`config.mk`:
```
export PLATFORM = sky130hd
export DESIGN_NAME = multi_debouncer
export DESIGN_NICKNAME = d
export VERILOG_FILES = /design/src/rtl/debounce_pkg.sv /design/src/rtl/debounce_channel.sv /design/src/rtl/multi_debouncer.sv
export SDC_FILE = /design/constraint.sdc
export NUM_CORES = 1
export LEC_CHECK = 0
export ABC_AREA = 1
export CORE_MARGIN = 8
export CORE_UTILIZATION = 45
export CTS_CLUSTER_SIZE = 8
export DETAILED_ROUTE_END_ITERATION = 8
export DONT_BUFFER_PORTS = 1
export GPL_ROUTABILITY_DRIVEN = 0
export GPL_TIMING_DRIVEN = 0
export MAX_ROUTING_LAYER = met4
export PLACE_DENSITY = 0.73
export SETUP_SLACK_MARGIN = 0.05
export SLEW_MARGIN = 40
export SYNTH_ARGS = -nofsm -noshare
export SYNTH_HDL_FRONTEND = slang
export SYNTH_SLANG_ARGS = --single-unit
```
`constraint.sdc`:
```
create_clock -name Clock -period 1.8 [get_ports Clock]
set_input_delay 0.36 -clock Clock [delete_from_list [all_inputs] [get_ports Clock]]
set_output_delay 0.36 -clock Clock [all_outputs]
set_load 0.05 [all_outputs]
```
`src/rtl/debounce_pkg.sv`:
```
// Shared constants and counter sizing helper for the button debouncer.
// Defaults match a 50 MHz clock with a 4 kHz sample tick.
package debounce_pkg;

   localparam int DEF_CHANNELS       = 5;
   localparam int DEF_SAMPLE_DIV     = 12500;
   localparam int DEF_STABLE_SAMPLES = 4;
   localparam int DEF_REPEAT_DELAY   = 40;
   localparam int DEF_REPEAT_RATE    = 10;

   // Bits needed to hold values 0..max_val (at least 1).
   function automatic int cnt_width(input int max_val);
      int w;
      w = 1;
      for (int i = 1; i < 31; i++)
         if ((max_val >> i) != 0)
            w = i + 1;
      return w;
   endfunction

endpackage

```
`src/rtl/debounce_channel.sv`:
```
// One debounced button: 2-flop sync, stability counter, level, edge pulses
// and auto-repeat. Ports: Clock, Reset_n, Tick in; Signal in; Level,
// Pressed, Released, Repeat out (Pressed/Released/Repeat are 1-cycle pulses).
module debounce_channel
   import debounce_pkg::*;
#(
   parameter int STABLE_SAMPLES = DEF_STABLE_SAMPLES,
   parameter int REPEAT_DELAY   = DEF_REPEAT_DELAY,
   parameter int REPEAT_RATE    = DEF_REPEAT_RATE
) (
   input  logic Clock,
   input  logic Reset_n,
   input  logic Tick,
   input  logic Signal,
   output logic Level,
   output logic Pressed,
   output logic Released,
   output logic Repeat
);

   localparam bit REP_EN   = REPEAT_DELAY > 0;
   localparam int STAB_MAX = STABLE_SAMPLES - 1;
   localparam int HOLD_MAX = REP_EN ? REPEAT_DELAY + REPEAT_RATE - 1 : 0;
   localparam int SW       = cnt_width(STAB_MAX);
   localparam int HW       = cnt_width(HOLD_MAX);

   localparam logic [SW-1:0] STAB_LAST = SW'(STAB_MAX);
   localparam logic [HW-1:0] HOLD_LAST = HW'(HOLD_MAX);
   localparam logic [HW-1:0] HOLD_FIRE = HW'(REP_EN ? REPEAT_DELAY : 0);

   logic          sync1;
   logic          sync2;
   logic [SW-1:0] stab;
   logic [SW-1:0] stab_nxt;
   logic [HW-1:0] hold;
   logic [HW-1:0] hold_nxt;
   logic [HW-1:0] hold_inc;
   logic          differ;
   logic          accept;
   logic          rise;
   logic          fall;
   logic          rep_nxt;

   always_comb begin
      differ   = sync2 != Level;
      accept   = Tick && differ && (stab == STAB_LAST);
      rise     = accept && !Level;
      fall     = accept && Level;
      hold_inc = hold + 1'b1;
      stab_nxt = stab;
      hold_nxt = hold;
      rep_nxt  = 1'b0;

      if (Tick) begin
         if (!differ || accept)
            stab_nxt = '0;
         else
            stab_nxt = stab + 1'b1;
      end

      // Hold count lives only while the level is high; at the last
      // count it reloads to the first-repeat value so repeats recur.
      if (!Level || fall) begin
         hold_nxt = '0;
      end else if (REP_EN && Tick) begin
         if (hold == HOLD_LAST) begin
            hold_nxt = HOLD_FIRE;
            rep_nxt  = 1'b1;
         end else begin
            hold_nxt = hold_inc;
            rep_nxt  = hold_inc == HOLD_FIRE;
         end
      end
   end

   always_ff @(posedge Clock or negedge Reset_n) begin
      if (!Reset_n) begin
         sync1    <= 1'b0;
         sync2    <= 1'b0;
         stab     <= '0;
         hold     <= '0;
         Level    <= 1'b0;
         Pressed  <= 1'b0;
         Released <= 1'b0;
         Repeat   <= 1'b0;
      end else begin
         sync1    <= Signal;
         sync2    <= sync1;
         stab     <= stab_nxt;
         hold     <= hold_nxt;
         Level    <= Level ^ accept;
         Pressed  <= rise;
         Released <= fall;
         Repeat   <= rep_nxt;
      end
   end

endmodule

```
`src/rtl/multi_debouncer.sv`:
```
// Multi-channel button debouncer: shared sample prescaler plus one
// debounce_channel per input. Ports: Clock, Reset_n, Signal[CHANNELS] in;
// Level, Pressed, Released, Repeat [CHANNELS] out.
module multi_debouncer
   import debounce_pkg::*;
#(
   parameter int CHANNELS       = DEF_CHANNELS,
   parameter int SAMPLE_DIV     = DEF_SAMPLE_DIV,
   parameter int STABLE_SAMPLES = DEF_STABLE_SAMPLES,
   parameter int REPEAT_DELAY   = DEF_REPEAT_DELAY,
   parameter int REPEAT_RATE    = DEF_REPEAT_RATE
) (
   input  logic                Clock,
   input  logic                Reset_n,
   input  logic [CHANNELS-1:0] Signal,
   output logic [CHANNELS-1:0] Level,
   output logic [CHANNELS-1:0] Pressed,
   output logic [CHANNELS-1:0] Released,
   output logic [CHANNELS-1:0] Repeat
);

   localparam int PW = cnt_width(SAMPLE_DIV - 1);
   localparam logic [PW-1:0] PRE_LAST = PW'(SAMPLE_DIV - 1);

   logic [PW-1:0] pre_cnt;
   logic          tick;

   assign tick = pre_cnt == PRE_LAST;

   always_ff @(posedge Clock or negedge Reset_n) begin
      if (!Reset_n)
         pre_cnt <= '0;
      else if (tick)
         pre_cnt <= '0;
      else
         pre_cnt <= pre_cnt + 1'b1;
   end

   for (genvar g = 0; g < CHANNELS; g++) begin : g_ch
      debounce_channel #(
         .STABLE_SAMPLES (STABLE_SAMPLES),
         .REPEAT_DELAY   (REPEAT_DELAY),
         .REPEAT_RATE    (REPEAT_RATE)
      ) u_ch (
         .Clock    (Clock),
         .Reset_n  (Reset_n),
         .Tick     (tick),
         .Signal   (Signal[g]),
         .Level    (Level[g]),
         .Pressed  (Pressed[g]),
         .Released (Released[g]),
         .Repeat   (Repeat[g])
      );
   end

endmodule

```
==> reports/results.tsv <==
metric	value	unit
status	finished, violations left	
violations	hold timing	
rows	37	
holdCritPathClass	primary input to async pin	
critPathMaxFanout	6	
r2r_slack	0.07	ns
coreArea	10100	sq um
stdcell_area	5330	sq um
track_usage	14.3	%
top_layer	met4	
die_w	117	microns
synth_seq_cells	84	
ys_seq_area_share	45.9	%
io_pins	27	
grt_pass1_wl	15200	microns
vias	3605	
clk_path_buf_depth	2	
fmax	576	MHz
timing.rr.end	g_ch[0].u_ch.hold[1]$_DFFE_PN0P_	
p_int	2820	uW
clockPowerShare	45.0	%
clock_sinks	84	
hpwl	5980	microns
gr-total-overflow	0	
relSlewSlack	72.5	%
syn-cell-area	4580	sq um
reg2reg_depth	10	
initial_core_util	45.4	%
cp.required	2.03	ns
holdWs	-0.302	ns
postRouteAntennaNets	0	
avgRoutedWirePerCell	12.4	microns
cts_root_buffer	clkbuf_8	
clk_pin_slew	0.08	ns
dp_slack	-0.368	ns
async_flop_share	100	%
grt_max_degree	85	
tightest_slew	0.411	ns
first_global_vias	3441	
slowest_stage	dfrtp_1	
setup_ws	0.0653	ns
clk_latency	0.35	ns
finalCritPeriodShare	96.4	%
setup_viol	0	
syn_avg_cell_area	8.23	sq um
nets	628	
syn_nets	594	
drc_errors	0	
diodes	0	
synth_most_common_cell	nand2_1	
end_kind	flop	
port_buffers	0	
sw_frac_of_total	18.9	%
syn_inst	556	
dr.first_iter.drc_count	219	
synth_commonest_cells	nand2_1 (155), inv_1 (89), dfrtp_1 (84)	
timing.final.hold_violations	84	
die_h	117	microns
leakage	0.00296	uW
vias_per_cell	4.93	
crit_family	simple AND/OR/NAND/NOR gates	
drive_gt1_share	17.8	%
max_stage_delay	0.38	ns
post_dp_cell_area	4750	sq um
synth_edf_count	0	
p_total	3470	uW
worstSetupPathType	flop to flop	
worstPathArrival	1.97	ns
antenna_found_initial	0	
cts_tree	yes	
maxCapViolCount	0	
pwr-share-comb	0.3	%
switching_power	656	uW
crit_buf_inv	3	
seqPwrFrac	54.7	%
wl_met2	4490	microns
skew	0.0118	ns
worstPathCellList	nand2_1 -> inv_1 -> nand3_1 -> nor2_4 -> buf_12 -> nand3_4 -> ha_4 -> buf_4 -> nand4_1 -> nand2_1	
yosysTopAreaCell	dfrtp_1	
startpoint_type	flop	
die_area	13700	sq um
ys_types	24	
cts_inserted_buffers	9	
finalWirelength	9040	microns
rsz0062_at_grt	true	
cp_common_cell	nand2_1	
ir_drop	0.310	mV
syn_to_final_growth	16.4	%
min_period	1.73	ns
cellPowerDensity	652	nW/um^2
ys.flop_type	dfrtp_1	
htreeDepth	3	
met3_wirelength	269	microns
drt-met1-wl	4050	microns
synth.top_cell.area_share	45.9	%
firstDrtPassIters	4	
yosysWarnings	0	
drv_slew	0	
synth_area_leaders	dfrtp_1 (46%), nand2_1 (13%), ha_1 (8.5%), inv_1 (7.3%), nand4_1 (5.3%)	
timing.rr.start	pre_cnt[7]$_DFF_PN0_	
==> area by class of cell <==
| cell class | count | area, sq um |
|---|---|---|
| Buffer | 29 | 220 |
| Clock buffer | 11 | 131 |
| Clock inverter | 5 | 100 |
| Fill cell | 923 | 4760 |
| Inverter | 90 | 338 |
| Multi-Input combinational cell | 353 | 2070 |
| Sequential cell | 84 | 2100 |
| Tap cell | 136 | 170 |
| Timing Repair Buffer | 23 | 189 |
==> power groups by stage <==
stage | Combinational, uW | Clock [uW] | Sequential (uW)
finish | 9.96 | 1560 | 1900
global route | 10.8 | 1690 | 1900
CTS | 8.51 | 1610 | 1900
detailed placement | 7.24 | 0 | 1940
global placement | 7.14 | 0 | 1940
floorplan | 5.37 | 0 | 1940
==> metal layers <==
layer	up-vias	track usage, %
met1	1732	16.8
met3	19	2.21
met4	0	6.48
met2	67	23.7
met5	-	-
li1	1787	-
==> stage by stage <==
step	utilization [%]	instances	TNS [ns]	hold WS (ns)
2_1_floorplan	-	556	0	0.0644
3_3_place_gp	47.1	692	-8.47	0.0685
3_5_place_dp	47.1	692	-10.58	0.0685
4_1_cts	51.3	720	0	-0.319
5_1_grt	52.8	731	-0.427	-0.324
6_report	52.8	731	0	-0.302
==> worst reg2reg max path: stages, from the launching register on <==
cell	delay, ns
dfrtp_1	0.38
nand2_1	0.12
inv_1	0.12
nand3_1	0.12
nor2_4	0.16
buf_12	0.15
nand3_4	0.09
ha_4	0.19
buf_4	0.14
nand4_1	0.09
nand2_1	0.07
==> worst max-delay path by stage <==
stage	from	endpoint	slack, ns	cells after the start
global route	pre_cnt[7]$_DFF_PN0_	g_ch[0].u_ch.hold[1]$_DFFE_PN0P_	-0.05	10
floorplan	pre_cnt[0]$_DFF_PN0_	g_ch[4].u_ch.hold[0]$_DFFE_PN0P_	0.06	11
detailed placement	pre_cnt[0]$_DFF_PN0_	g_ch[4].u_ch.hold[2]$_DFFE_PN0P_	-0.37	11
finish	pre_cnt[7]$_DFF_PN0_	g_ch[0].u_ch.hold[1]$_DFFE_PN0P_	0.07	10
CTS	pre_cnt[1]$_DFF_PN0_	g_ch[2].u_ch.hold[5]$_DFFE_PN0P_	0.05	12
global placement	pre_cnt[0]$_DFF_PN0_	g_ch[4].u_ch.hold[1]$_DFFE_PN0P_	-0.31	11
==> flip-flops by register name, indices dropped and copies added (netlist names) <==
signal / flops
g_ch.u_ch.sync2: 5
g_ch.u_ch.stab: 10
g_ch.u_ch.Repeat: 5
g_ch.u_ch.sync1: 5
g_ch.u_ch.Pressed: 5
g_ch.u_ch.hold: 30
g_ch.u_ch.Released: 5
g_ch.u_ch.Level: 5
pre_cnt: 14
==> what timing repair did <==
action,CTS,global route
buffers inserted,12,11
endpoints found under the hold margin,84,84
resized for setup,19,18
pin swaps,4,11
endpoints found under the setup margin,48,32
==> kinds of logic after synthesis <==
logic type	synth area share (%)
simple gates	28.9
buf+inv	12.2
flops	45.9
fa+ha+maj	8.47
xor+xnor	2.87
compound gates	1.64
==> layout by cell type (no fill, tap or decap) <==
cell type    n
nand2_1    150
inv_1       82
dfrtp_1     82
nor2_1      43
buf_4       41
nand4_1     39
nand3_1     33
ha_1        25
xor2_1      14
clkbuf_8     9
inv_2        8
nand2_2      7
o21ai_0      7
ha_4         6
nor2_4       5
nor2_2       5
buf_6        5
buf_2        5
nand3_4      4
a21oi_1      3
nand3b_1     3
bufinv_16    3
nand3_2      2
o21bai_1     2
o21ai_1      2
clkbuf_1     2
clkinv_2     2
dfrtp_2      2
nor2_8       1
nor3b_1      1
xnor2_1      1
buf_12       1
Power figures use the tool's default switching activity.
